<file path="config.mk">
export PLATFORM = sky130hd
export DESIGN_NAME = tset_entry_derive
export DESIGN_NICKNAME = d
export VERILOG_FILES = /design/src/rtl/tset_pkg.sv /design/src/rtl/tset_entry_derive.sv
export SDC_FILE = /design/constraint.sdc
export NUM_CORES = 2
export LEC_CHECK = 0
export CAP_MARGIN = 10
export CORE_UTILIZATION = 30
export DETAILED_ROUTE_END_ITERATION = 8
export GPL_ROUTABILITY_DRIVEN = 0
export GPL_TIMING_DRIVEN = 0
export HOLD_SLACK_MARGIN = 0.15
export PLACE_DENSITY_LB_ADDON = 0.12
export SETUP_SLACK_MARGIN = 0.2
export SLEW_MARGIN = 0
export SYNTH_ARGS = -nofsm -noshare
export SYNTH_HDL_FRONTEND = slang
export SYNTH_SLANG_ARGS = --single-unit
</file>
<file path="constraint.sdc">
create_clock -name clk -period 2.3 [get_ports clk]
set_input_delay 0.345 -clock clk [delete_from_list [all_inputs] [get_ports clk]]
set_output_delay 0.345 -clock clk [all_outputs]
set_load 0.03 [all_outputs]
</file>
<file path="src/rtl/tset_pkg.sv">
// Shared definitions for the Tset entry derivation stage: FSM state encoding,
// default field widths and a generic bit-field extraction helper.
package tset_pkg;

    localparam int TSET_B_W   = 8;
    localparam int TSET_L_W   = 48;
    localparam int TSET_CNT_W = 16;
    localparam int TSET_M_W   = 128 - TSET_B_W - TSET_L_W;

    typedef enum logic [3:0] {
        ST_IDLE,
        ST_LDK1,
        ST_WK1,
        ST_ENC1,
        ST_WD1,
        ST_LDK2,
        ST_WK2,
        ST_ENC,
        ST_WD,
        ST_OUT,
        ST_FIN
    } tset_state_e;

    // Returns 'width' bits of 'blk' starting at bit 'lsb', right-aligned.
    function automatic logic [127:0] take_field(input logic [127:0] blk,
                                                input int          lsb,
                                                input int          width);
        logic [127:0] keep;
        keep = (width >= 128) ? {128{1'b1}} : ((128'd1 << width) - 128'd1);
        return (blk >> lsb) & keep;
    endfunction

endpackage

</file>
<file path="src/rtl/tset_entry_derive.sv">
// Tset entry derivation: loads kt, encrypts kw to obtain stag, loads stag,
// then encrypts each entry index and splits the ciphertext into
// bucket / label / mask. The AES core lives outside and is driven through
// the aes_* strobe/valid/busy handshake.
module tset_entry_derive
    import tset_pkg::*;
#(
    parameter int B_W   = TSET_B_W,
    parameter int L_W   = TSET_L_W,
    parameter int CNT_W = TSET_CNT_W
) (
    input  logic                     clk,
    input  logic                     RSTn,
    input  logic                     kt_valid,
    output logic                     kt_ready,
    input  logic [127:0]             kt,
    input  logic [127:0]             kw,
    input  logic [CNT_W-1:0]         count,
    output logic [127:0]             aes_key,
    output logic                     aes_krdy,
    input  logic                     aes_kvld,
    output logic [127:0]             aes_din,
    output logic                     aes_drdy,
    input  logic [127:0]             aes_dout,
    input  logic                     aes_dvld,
    input  logic                     aes_bsy,
    output logic                     ent_valid,
    input  logic                     ent_ready,
    output logic [CNT_W-1:0]         ent_index,
    output logic [B_W-1:0]           ent_bucket,
    output logic [L_W-1:0]           ent_label,
    output logic [128-B_W-L_W-1:0]   ent_mask,
    output logic                     ent_last,
    output logic                     done
);

    localparam int M_W = 128 - B_W - L_W;

    tset_state_e        r_state;
    logic [127:0]       r_kt;
    logic [127:0]       r_kw;
    logic [127:0]       r_stag;
    logic [CNT_W-1:0]   r_count;
    logic [CNT_W-1:0]   r_i;

    logic               r_kt_ready;
    logic [127:0]       r_key;
    logic               r_krdy;
    logic [127:0]       r_din;
    logic               r_drdy;
    logic               r_ent_valid;
    logic [CNT_W-1:0]   r_index;
    logic [B_W-1:0]     r_bucket;
    logic [L_W-1:0]     r_label;
    logic [M_W-1:0]     r_mask;
    logic               r_last;
    logic               r_done;

    logic [B_W-1:0]     w_bucket;
    logic [L_W-1:0]     w_label;
    logic [M_W-1:0]     w_mask;
    logic [127:0]       w_index_blk;
    logic               w_is_last;

    // Field split of the ciphertext, index plaintext block and last-entry flag.
    always_comb begin
        w_bucket    = B_W'(take_field(aes_dout, 128 - B_W, B_W));
        w_label     = L_W'(take_field(aes_dout, M_W, L_W));
        w_mask      = M_W'(take_field(aes_dout, 0, M_W));
        w_index_blk = {{(128-CNT_W){1'b0}}, r_i};
        w_is_last   = (r_i == (r_count - CNT_W'(1)));
    end

    // Main sequencer: strobes are one-cycle registered pulses issued only when
    // the core reports idle; kt_valid is only looked at in IDLE.
    always_ff @(posedge clk or negedge RSTn) begin
        if (!RSTn) begin
            r_state     <= ST_IDLE;
            r_kt        <= '0;
            r_kw        <= '0;
            r_stag      <= '0;
            r_count     <= '0;
            r_i         <= '0;
            r_kt_ready  <= 1'b1;
            r_key       <= '0;
            r_krdy      <= 1'b0;
            r_din       <= '0;
            r_drdy      <= 1'b0;
            r_ent_valid <= 1'b0;
            r_index     <= '0;
            r_bucket    <= '0;
            r_label     <= '0;
            r_mask      <= '0;
            r_last      <= 1'b0;
            r_done      <= 1'b0;
        end else begin
            r_krdy <= 1'b0;
            r_drdy <= 1'b0;
            r_done <= 1'b0;
            case (r_state)
                ST_IDLE: begin
                    if (kt_valid) begin
                        r_kt       <= kt;
                        r_kw       <= kw;
                        r_count    <= count;
                        r_i        <= '0;
                        r_kt_ready <= 1'b0;
                        if (count == '0) begin
                            r_state <= ST_FIN;
                            r_done  <= 1'b1;
                        end else begin
                            r_state <= ST_LDK1;
                        end
                    end
                end
                ST_LDK1: begin
                    if (!aes_bsy) begin
                        r_krdy  <= 1'b1;
                        r_key   <= r_kt;
                        r_state <= ST_WK1;
                    end
                end
                ST_WK1: begin
                    if (aes_kvld) begin
                        r_state <= ST_ENC1;
                    end
                end
                ST_ENC1: begin
                    if (!aes_bsy) begin
                        r_drdy  <= 1'b1;
                        r_din   <= r_kw;
                        r_state <= ST_WD1;
                    end
                end
                ST_WD1: begin
                    if (aes_dvld) begin
                        r_stag  <= aes_dout;
                        r_state <= ST_LDK2;
                    end
                end
                ST_LDK2: begin
                    if (!aes_bsy) begin
                        r_krdy  <= 1'b1;
                        r_key   <= r_stag;
                        r_state <= ST_WK2;
                    end
                end
                ST_WK2: begin
                    if (aes_kvld) begin
                        r_state <= ST_ENC;
                    end
                end
                ST_ENC: begin
                    if (!aes_bsy) begin
                        r_drdy  <= 1'b1;
                        r_din   <= w_index_blk;
                        r_state <= ST_WD;
                    end
                end
                ST_WD: begin
                    if (aes_dvld) begin
                        r_ent_valid <= 1'b1;
                        r_index     <= r_i;
                        r_bucket    <= w_bucket;
                        r_label     <= w_label;
                        r_mask      <= w_mask;
                        r_last      <= w_is_last;
                        r_state     <= ST_OUT;
                    end
                end
                ST_OUT: begin
                    if (ent_ready) begin
                        r_ent_valid <= 1'b0;
                        if (r_last) begin
                            r_done  <= 1'b1;
                            r_state <= ST_FIN;
                        end else begin
                            r_i     <= r_i + CNT_W'(1);
                            r_state <= ST_ENC;
                        end
                    end
                end
                ST_FIN: begin
                    r_kt_ready <= 1'b1;
                    r_state    <= ST_IDLE;
                end
                default: begin
                    r_kt_ready <= 1'b1;
                    r_state    <= ST_IDLE;
                end
            endcase
        end
    end

    assign kt_ready   = r_kt_ready;
    assign aes_key    = r_key;
    assign aes_krdy   = r_krdy;
    assign aes_din    = r_din;
    assign aes_drdy   = r_drdy;
    assign ent_valid  = r_ent_valid;
    assign ent_index  = r_index;
    assign ent_bucket = r_bucket;
    assign ent_label  = r_label;
    assign ent_mask   = r_mask;
    assign ent_last   = r_last;
    assign done       = r_done;

endmodule

</file>
==> flow_metrics.tcl <==
set metrics [dict create \
    status "finished, violations left" \
    violations "hold timing" \
    wire_per_inst_um 22.4 \
    port_buffers 812 \
    crit_path_max_fanout 4 \
    multi_input_area_um2 11100 \
    yosys_warnings 0 \
    final_nets 4456 \
    path_cells "nor4_4, nand2_1, or3_1, nor4b_2, a311oi_1, o41ai_2" \
    drt_iter0_drc 1368 \
    slew_violations 0 \
    critPathKind "reg -> reg" \
    ioPinCount 813 \
    clock_latency_ns 0.68 \
    initial_core_util_pct 30.2 \
    syn-num-nets 3491 \
    layout_min_cycle_time_ns 2.08 \
    yosys-top-cells-count "1207 x nand2_1, 825 x dfrtp_1, 270 x mux2_2" \
    drtPass1Iterations 5 \
    postRouteAntennaNets 0 \
    p_leak_nw 25.0 \
    die_h_um 331 \
    grt_usage_pct 22.2 \
    ys.flop_type "dfrtp_1" \
    netlist_instances 3082 \
    cp_top_family "simple AND/OR/NAND/NOR gates" \
    drc 0 \
    end_kind "flop" \
    grt_pass1_wl_um 179000 \
    tightest_slew_ns 0.804 \
    crit_path_top_delay_cell "dfrtp_2" \
    htreeDepth 3 \
    yosys.cell_types.count 51 \
    dieArea_um2 109000 \
    clock_path_buffers 3 \
    worst_clock_skew_ns 0.0166 \
    cts_tree "done" \
    grt_max_degree 115 \
    syn_area_um2 32400 \
    arrival_ns 2.65 \
    maxCapViolCount 0 \
    ys_seq_area_share_pct 63.8 \
    relSlewSlack_pct 46.0 \
    path_buf_inv 0 \
    clock_sinks 826 \
    drive_above_1_share_pct 15.5 \
    timing.hold.ws_ns -0.0997 \
    synthArstFlopShare_pct 100 \
    die_x_um 331 \
    cts.clk_slew.worst_paths_ns 0.06 \
    hold_violations 75 \
    yosysTopAreaCellShare_pct 63.8 \
    overflow 0 \
    required_ns 2.86 \
    vias_per_cell 4.67 \
    postSynthAreaPerCell_um2 10.5 \
    stdcell_area_um2 47400 \
    tns_ns 0 \
    cts_root_buf "clkbuf_16" \
    power.density_nw_per_um2 1400 \
    register_area_um2 20700 \
    grt_pass1_vias 26300 \
    ys_seq_elements 826 \
    yosysMostFrequentCell "nand2_1" \
    num_vias 25800 \
    peakVddDrop_mv 0.677 \
    max_freq_mhz 480 \
    dp_hpwl_um 91400 \
    drt_wl_total_um 124000 \
    antenna_found_initial 25 \
    synth_edf_count 0 \
    fillers 10400 \
    synthTopCellsByArea "dfrtp_1 64%, nand2_1 14%, mux2_2 9.4%" \
    fin_crit_sh_pct 90.6 \
    setup_viol_count_final 0 \
    cts_inserted_buffers 96 \
    critPathMaxStageDelay_ns 0.45 \
    yosysTopAreaCell "dfrtp_1" \
    rsz0062_at_grt "yes" \
    row_count 120 \
    hold_class "in -> async" \
    crit_path_start_kind "flop" \
    core_area_um2 107000 \
    place_area_um2 42600 \
    syn_to_final_growth_pct 46.3 \
]
[path summary, 6_finish.rpt]
check / startpoint / to / slack (ns) / cells past startpoint
max in group asynchronous: RSTn / r_kw[123]$_DFFE_PN0P_ / 0.77 / 7
setup reg to reg: r_count[0]$_DFFE_PN0P_ / ent_last$_DFFE_PN0P_ / 0.22 / 6
min in group clk: kw[66] / r_kw[66]$_DFFE_PN0P_ / 0.20 / 3
hold / removal: RSTn / ent_label[21]$_DFFE_PN0P_ / -0.1 / 4
setup / recovery: r_count[0]$_DFFE_PN0P_ / ent_last$_DFFE_PN0P_ / 0.22 / 6
hold reg to reg: aes_key[53]$_DFFE_PN0P_ / aes_key[53]$_DFFE_PN0P_ / 0.47 / 2
[registers in the layout, indices dropped and copies added, names as in the netlist]
signal and flops:
aes_din 128, aes_drdy 1, aes_key 128, aes_krdy 1
done 1, ent_bucket 8, ent_index 16, ent_label 48
ent_last 1, ent_mask 72, ent_valid 1, kt_ready 1
r_count 16, r_i 16, r_kt 128, r_kw 128
r_stag 128, r_state 4
[per-stage QoR]
step	util, %	power [mW]	setup slack, ns	cells
final	44.3	66.5	0.215	5530
after global routing	44.3	70.5	0.111	5528
after global placement	39.5	51.1	-39.70	5297
after CTS	43.3	67.3	0.149	5508
after detailed placement	39.8	51.4	-1.61	5309
after floorplan	-	39.0	0.235	3082
[logic make-up (layout without fill, tap and decap cells)]
family | after synthesis | after routing | synth area share (%)
adder cells (fa/ha/maj) | 2 | 2 | 0.0773
AO/OA/AOI/OAI | 438 | 438 | 7.48
other | 0 | 7 | 0
XOR/XNOR | 37 | 37 | 1.00
AND/OR/NAND/NOR | 1297 | 1297 | 15.7
buffers and inverters | 211 | 1249 | 2.51
flip-flops | 826 | 826 | 63.8
multiplexers | 271 | 271 | 9.42
[per-layer routing]
layer  GRT usage, %  vias up  routed length (um)
met4           5.43       32                2770
met2           37.5      675               60000
met3           7.69      171                9760
met5              0        -                 203
li1               -    12200                   -
met1           27.1    12700               51200
[repair_timing]
action / CTS / global route
cloned: 1 / 2
resized for setup: 300 / 328
endpoints found under the hold margin: 266 / 110
hold buffers: 17 / 4
pin swaps: 11 / 11
buffers inserted: 10 / 9
endpoints found under the setup margin: 1180 / 826
[worst reg2reg max path, delay by kind of cell, from the launching register on]
family / cells / cell delay (ns)
DFF: 1 / 0.45
AOI/OAI and AO/OA: 2 / 0.40
and+or+nand+nor: 4 / 1.13
[layout by cell type, fill, tap and decap left out, types with 6 or more instances in the layout]
cell             Yosys  final
clkdlybuf4s50_1      0    480
dlygate4sd2_1        0     89
buf_2               15     23
inv_1                7      6
clkbuf_4             0     38
buf_8                0      8
xnor2_1             24     24
a21oi_1              9      8
nand2_1           1207   1207
o22ai_1            146    146
clkbuf_16            0    103
clkbuf_1           167     76
diode_2              0      7
dlymetal6s2s_1       0    240
clkbuf_2             2     60
nand3_1             13     12
clkinv_2             0     17
nor2_1              29     25
dfrtp_1            825    821
o21ai_0            269    269
clkbuf_8             0     32
xor2_1              13     13
mux2_2             270    270
dlygate4sd3_1        0     17
buf_4                0     22
buf_16               0     13
[cell type report]
cell class | instances | area share (%)
inverter | 8 | 0.0739
clock buffer | 144 | 6.07
tap | 1403 | 3.71
clock inverter | 27 | 0.605
antenna | 7 | 0.0370
buffer | 203 | 2.63
sequential | 826 | 43.6
timing repair buffer | 867 | 19.9
multi-input combinational | 2045 | 23.4
[power breakdown]
part | switching [mW] | leakage, nW | internal (mW) | total, mW
Combinational | 16.2 | 13.0 | 10.6 | 26.8
Sequential | 3.39 | 10.4 | 20.8 | 24.2
Clock | 6.30 | 1.57 | 9.15 | 15.5
No activity file was read; power rests on OpenSTA's default activity.
